### src/rtl/axi_refill_ctrl.sv
// Refill sequencer: round-robin arbitration of ICache/DCache read misses onto one
// AXI read channel, forwarding each R beat to the owning cache in the same cycle.
module axi_refill_ctrl #(
   parameter int ADDR_W     = 32,
   parameter int LINE_BEATS = 4
) (
   input  logic              clk,
   input  logic              rst,
   input  logic              i_req,
   input  logic [ADDR_W-1:0] i_addr,
   input  logic              i_uncache,
   input  logic              d_req,
   input  logic [ADDR_W-1:0] d_addr,
   input  logic              d_uncache,
   output logic              i_ret_valid,
   output logic              i_ret_last,
   output logic              d_ret_valid,
   output logic              d_ret_last,
   output logic [31:0]       ret_data,
   output logic              ar_valid,
   output logic [ADDR_W-1:0] ar_addr,
   output logic [7:0]        ar_len,
   output logic [2:0]        ar_size,
   input  logic              ar_ready,
   input  logic              r_valid,
   input  logic              r_last,
   input  logic [31:0]       r_data,
   output logic              r_ready,
   output logic              busy,
   output logic              err
);

   // A transfer happens on a posedge where valid and ready are both high; once
   // raised, ar_valid and its payload hold until that cycle.
   localparam logic [7:0] LINE_LEN = 8'(LINE_BEATS - 1);

   typedef enum logic [1:0] {ST_IDLE, ST_AR, ST_R, ST_DONE} state_t;

   state_t            state;
   logic              owner_d;
   logic              last_d;
   logic [7:0]        beat_cnt;
   logic              grant_d;
   logic [ADDR_W-1:0] g_addr;
   logic              g_unc;
   logic              beat;

   // Under contention the requester that did not win last time is granted.
   always_comb begin
      grant_d = d_req && (!i_req || !last_d);
      g_addr  = grant_d ? d_addr : i_addr;
      g_unc   = grant_d ? d_uncache : i_uncache;
   end

   assign beat        = r_ready && r_valid;
   assign ret_data    = r_data;
   assign i_ret_valid = beat && !owner_d;
   assign d_ret_valid = beat && owner_d;
   assign i_ret_last  = i_ret_valid && r_last;
   assign d_ret_last  = d_ret_valid && r_last;
   assign ar_size     = 3'b010;

   always_ff @(posedge clk) begin
      if (rst) begin
         state    <= ST_IDLE;
         owner_d  <= 1'b0;
         last_d   <= 1'b0;
         beat_cnt <= 8'd0;
         err      <= 1'b0;
         ar_valid <= 1'b0;
         ar_addr  <= '0;
         ar_len   <= 8'd0;
         r_ready  <= 1'b0;
         busy     <= 1'b0;
      end else begin
         case (state)
            ST_IDLE: begin
               if (i_req || d_req) begin
                  owner_d  <= grant_d;
                  last_d   <= grant_d;
                  beat_cnt <= 8'd0;
                  ar_valid <= 1'b1;
                  busy     <= 1'b1;
                  state    <= ST_AR;
                  if (g_unc) begin
                     ar_addr <= g_addr;
                     ar_len  <= 8'd0;
                  end else begin
                     ar_addr <= {g_addr[ADDR_W-1:4], 4'b0000};
                     ar_len  <= LINE_LEN;
                  end
               end
            end
            ST_AR: begin
               if (ar_ready) begin
                  ar_valid <= 1'b0;
                  r_ready  <= 1'b1;
                  state    <= ST_R;
               end
            end
            ST_R: begin
               if (r_valid) begin
                  if (beat_cnt != 8'hFF) beat_cnt <= beat_cnt + 8'd1;
                  // r_last must coincide exactly with the beat numbered ar_len.
                  if (r_last != (beat_cnt == ar_len)) err <= 1'b1;
                  if (r_last) begin
                     r_ready <= 1'b0;
                     state   <= ST_DONE;
                  end
               end
            end
            ST_DONE: begin
               busy  <= 1'b0;
               state <= ST_IDLE;
            end
            default: state <= ST_IDLE;
         endcase
      end
   end

endmodule

### config.mk
export PLATFORM = sky130hd
export DESIGN_NAME = axi_refill_ctrl
export DESIGN_NICKNAME = d
export VERILOG_FILES = /design/src/rtl/axi_refill_ctrl.sv
export SDC_FILE = /design/constraint.sdc
export NUM_CORES = 1
export LEC_CHECK = 0
export CAP_MARGIN = 10
export CORE_MARGIN = 2
export CORE_UTILIZATION = 23
export DETAILED_ROUTE_END_ITERATION = 10
export PLACE_DENSITY = 0.61
export SYNTH_ARGS = -nofsm -noshare
export SYNTH_HDL_FRONTEND = slang
export SYNTH_SLANG_ARGS = --single-unit
### constraint.sdc
create_clock -name clk -period 2.3 [get_ports clk]
set_clock_uncertainty 0.05 [all_clocks]
set_input_delay 0.23 -clock clk [delete_from_list [all_inputs] [get_ports clk]]
set_output_delay 0.23 -clock clk [all_outputs]
set_load 0.005 [all_outputs]
==> flow_summary_export.csv <==
group,metric,value,unit
floorplan,pin_count,188,
placed_design,placed_cell_area,3675,µm²
logic_synthesis,synthCells,288,
worst_hold_path,worstHoldPathCells,2,
timing,fmax,0.5119,GHz
cells_and_area,nNetsFinal,476,
timing,rsz0062_at_grt,"no",
cells_and_area,layout_common_cells,"113 x clkdlybuf4s50_1, 48 x dfxtp_1, 40 x nor2_1, 33 x mux2i_1, 29 x a211oi_1",
cells_and_area,diodes,0,
floorplan,rows,39,
clocking,hold_buffers,0,
placed_design,preCtsSetupSlack,0.1898,ns
clocking,cts_made_buffers,5,
drt,wl,6.689,mm
timing,fin_ws,0.3467,ns
grt,grt_pass1_vias,2214,
worst_setup_path,path_max_fanout,5,
power_and_ir_drop,peakVddDrop,0.0004226,V
clocking,clock_path_buffers,2,
worst_setup_path,worstSetupPathType,"primary input to output port",
floorplan,core-area,11270,µm²
logic_synthesis,yosysUniqueCellTypes,42,
floorplan,fp.dieW,110.9,µm
clocking,clk_latency,0.29,ns
cells_and_area,fill_cells,1135,
worst_setup_path,arrival,1.67,ns
timing,setup_tns,0,ns
cells_and_area,mostFrequentLayoutCell,"clkdlybuf4s50_1",
placed_design,place.gp.congestion,0.8187,
drt,drc,0,
grt,antenna_found_initial,0,
grt,grt_max_degree,30,
run,cap_violations,0,
grt,grt.busiest_layer,"met2",
logic_synthesis,ys_seq_area_frac,0.3654,
drt,final_antenna_net_count,0,
power_and_ir_drop,p_per_area,993.6,nW/µm²
cells_and_area,syn2layout_area_growth,45.43,%
timing,fin_crit,1.953,ns
worst_setup_path,startpoint_type,"primary input",
timing,period_share,0.8493,
grt,gr-total-overflow,0,
cells_and_area,stdcell_area,3825,µm²
placed_design,dp_cells,502,
timing,drv_slew,0,
grt,grt_util_all_layers,0.1059,
logic_synthesis,ys_warn_count,0,
timing,hold_viol_final,0,
cells_and_area,drive_gt1_frac,0.06812,
floorplan,die_h,110.9,µm
worst_setup_path,rr_endpoint,"beat_cnt[6]",
clocking,clk_pin_slew,0.07,ns
cells_and_area,final_cells,510,
worst_hold_path,min_path_type,"primary input to flop",
grt,grt_use_met3,0.05030,
worst_hold_path,holdPathEnd,"ar_addr[23]",
drt,vias_per_cell,4.424,
placed_design,port-buffer-count,114,
clocking,post_cts_buffers,0,
clocking,clock_sinks,48,
power_and_ir_drop,p_leak,1.474,nW
timing,final-setup-viol-count,0,
grt,grt.met1_usage,0.1161,
drt,wl_per_cell,13.12,µm
clocking,ctsHtreeMaxLevel,2,
worst_hold_path,hold_start,"rst",
worst_setup_path,crit_required,2.02,ns
clocking,cts_tree,"done",
power_and_ir_drop,power.total,3.800,mW
logic_synthesis,ys_ff_latch,48,
drt,drt_iter0_drc,50,
placed_design,dpl.hpwl,5.182,mm
clocking,clock-root-buffer,"clkbuf_16",
drt,drt_first_pass_iters,4,
cells_and_area,regArea,960.9,µm²
cells_and_area,multiInputGateArea,1295,µm²
floorplan,initial_core_util,0.2333,
outcome,run_status,"finished clean",
floorplan,dieArea,12310,µm²
worst_setup_path,critPathCaptureType,"output port",
worst_setup_path,rr_worst_depth,6,
worst_setup_path,rrSetupSlack,0.36,ns
logic_synthesis,synth_area_per_cell,9.132,µm²
logic_synthesis,syn_area,2630,µm²
clocking,post_cts_resized,0,
worst_setup_path,r2r-start,"state[0]",
grt,grt_pass1_wl,10.61,mm
drt,vias,2256,
grt,grt_util_met2,0.1755,
## worst max-delay path, cell delays in order
cell,delay (ns)
clkdlybuf4s50_1,0.55
nand2_1,0.13
nor3b_1,0.23
clkdlybuf4s50_1,0.54
## synthesized netlist by cell type
library cell | count | area [µm²]
or4_1 | 1 | 7.510
nor4b_1 | 1 | 8.760
a221o_1 | 1 | 10.01
buf_2 | 3 | 15.01
o21a_1 | 1 | 7.510
nor2b_1 | 1 | 6.260
and3_1 | 2 | 12.51
xor2_1 | 2 | 17.52
o2111ai_2 | 1 | 15.01
o31ai_1 | 1 | 7.510
ha_1 | 5 | 62.56
o211ai_4 | 1 | 21.27
dfxtp_1 | 48 | 960.9
or3b_1 | 1 | 8.760
or3_1 | 5 | 31.28
mux2_2 | 1 | 11.26
buf_1 | 2 | 7.510
nor2_1 | 40 | 150.1
o21ai_0 | 5 | 25.02
o211a_1 | 1 | 10.01
nand2_1 | 6 | 22.52
nor3b_1 | 1 | 7.510
mux2_4 | 1 | 15.01
a21boi_0 | 1 | 7.510
a31o_2 | 1 | 8.760
buf_4 | 46 | 345.3
or4_4 | 1 | 11.26
nor3_1 | 3 | 15.01
a21o_1 | 1 | 7.510
a21oi_1 | 12 | 60.06
inv_1 | 5 | 18.77
nand4_1 | 2 | 12.51
mux2i_1 | 33 | 330.3
and3b_1 | 1 | 8.760
o211ai_1 | 2 | 15.01
a2bb2oi_1 | 4 | 35.03
nand3_1 | 5 | 25.02
a2111oi_4 | 1 | 27.53
clkbuf_1 | 7 | 26.28
conb_1 | 2 | 7.510
a311oi_1 | 1 | 8.760
a211oi_1 | 29 | 217.7
## power by group
part / internal [mW] / switching, mW
Combinational: 1.00 / 0.790
Clock: 0.433 / 0.309
Sequential: 1.09 / 0.171
Total: 2.53 / 1.27
## logic make-up after synthesis
group	count (synthesis)	share of synthesized area
DFF	48	0.3654
and+or+nand+nor	70	0.1246
other	2	0.002855
adders and majority gates	5	0.02379
xor gates and xnor gates	2	0.006662
AOI/OAI and AO/OA	63	0.1841
muxes	35	0.1356
buffers and inverters	63	0.1570
## sequential cells by signal, summed over array words and instances, names as in the netlist
name      cells
ar_addr      32
beat_cnt      8
state         2
ar_len        1
ar_valid      1
busy          1
err           1
last_d        1
r_ready       1
## cell type report
type,instances,share of cell area
clock buffer,7,0.03729
sequential,48,0.2512
clock inverter,1,0.001963
inverter,5,0.004907
tap,143,0.04678
multi-input combinational,184,0.3386
timing repair buffer,122,0.3193
## per-stage QoR
step | util | hold slack (ns)
CTS | 0.3393 | 0.3236
detailed placement | 0.3260 | 0.4100
finish | 0.3393 | 0.3284
floorplan | - | 0.2952
global placement | 0.3260 | 0.4100
global route | 0.3393 | 0.3435
## per-layer routing
layer  share of wire  vias to the layer above
met3            0.11                       15
met5               0                        -
met2            0.46                       94
met1            0.41                     1019
met4           0.019                        0
li1                -                     1128
## worst max path at each step
stage | startpoint | end | slack [ns] | cells past startpoint
floorplan | state[0] | beat_cnt[6] | 0.51 | 8
global placement | i_req | beat_cnt[6] | 0.23 | 5
detailed placement | i_req | beat_cnt[6] | 0.19 | 5
CTS | r_valid | i_ret_last | 0.33 | 4
global route | r_valid | i_ret_last | 0.24 | 4
finish | r_valid | i_ret_last | 0.35 | 4
(Power assumes the default switching activity.)
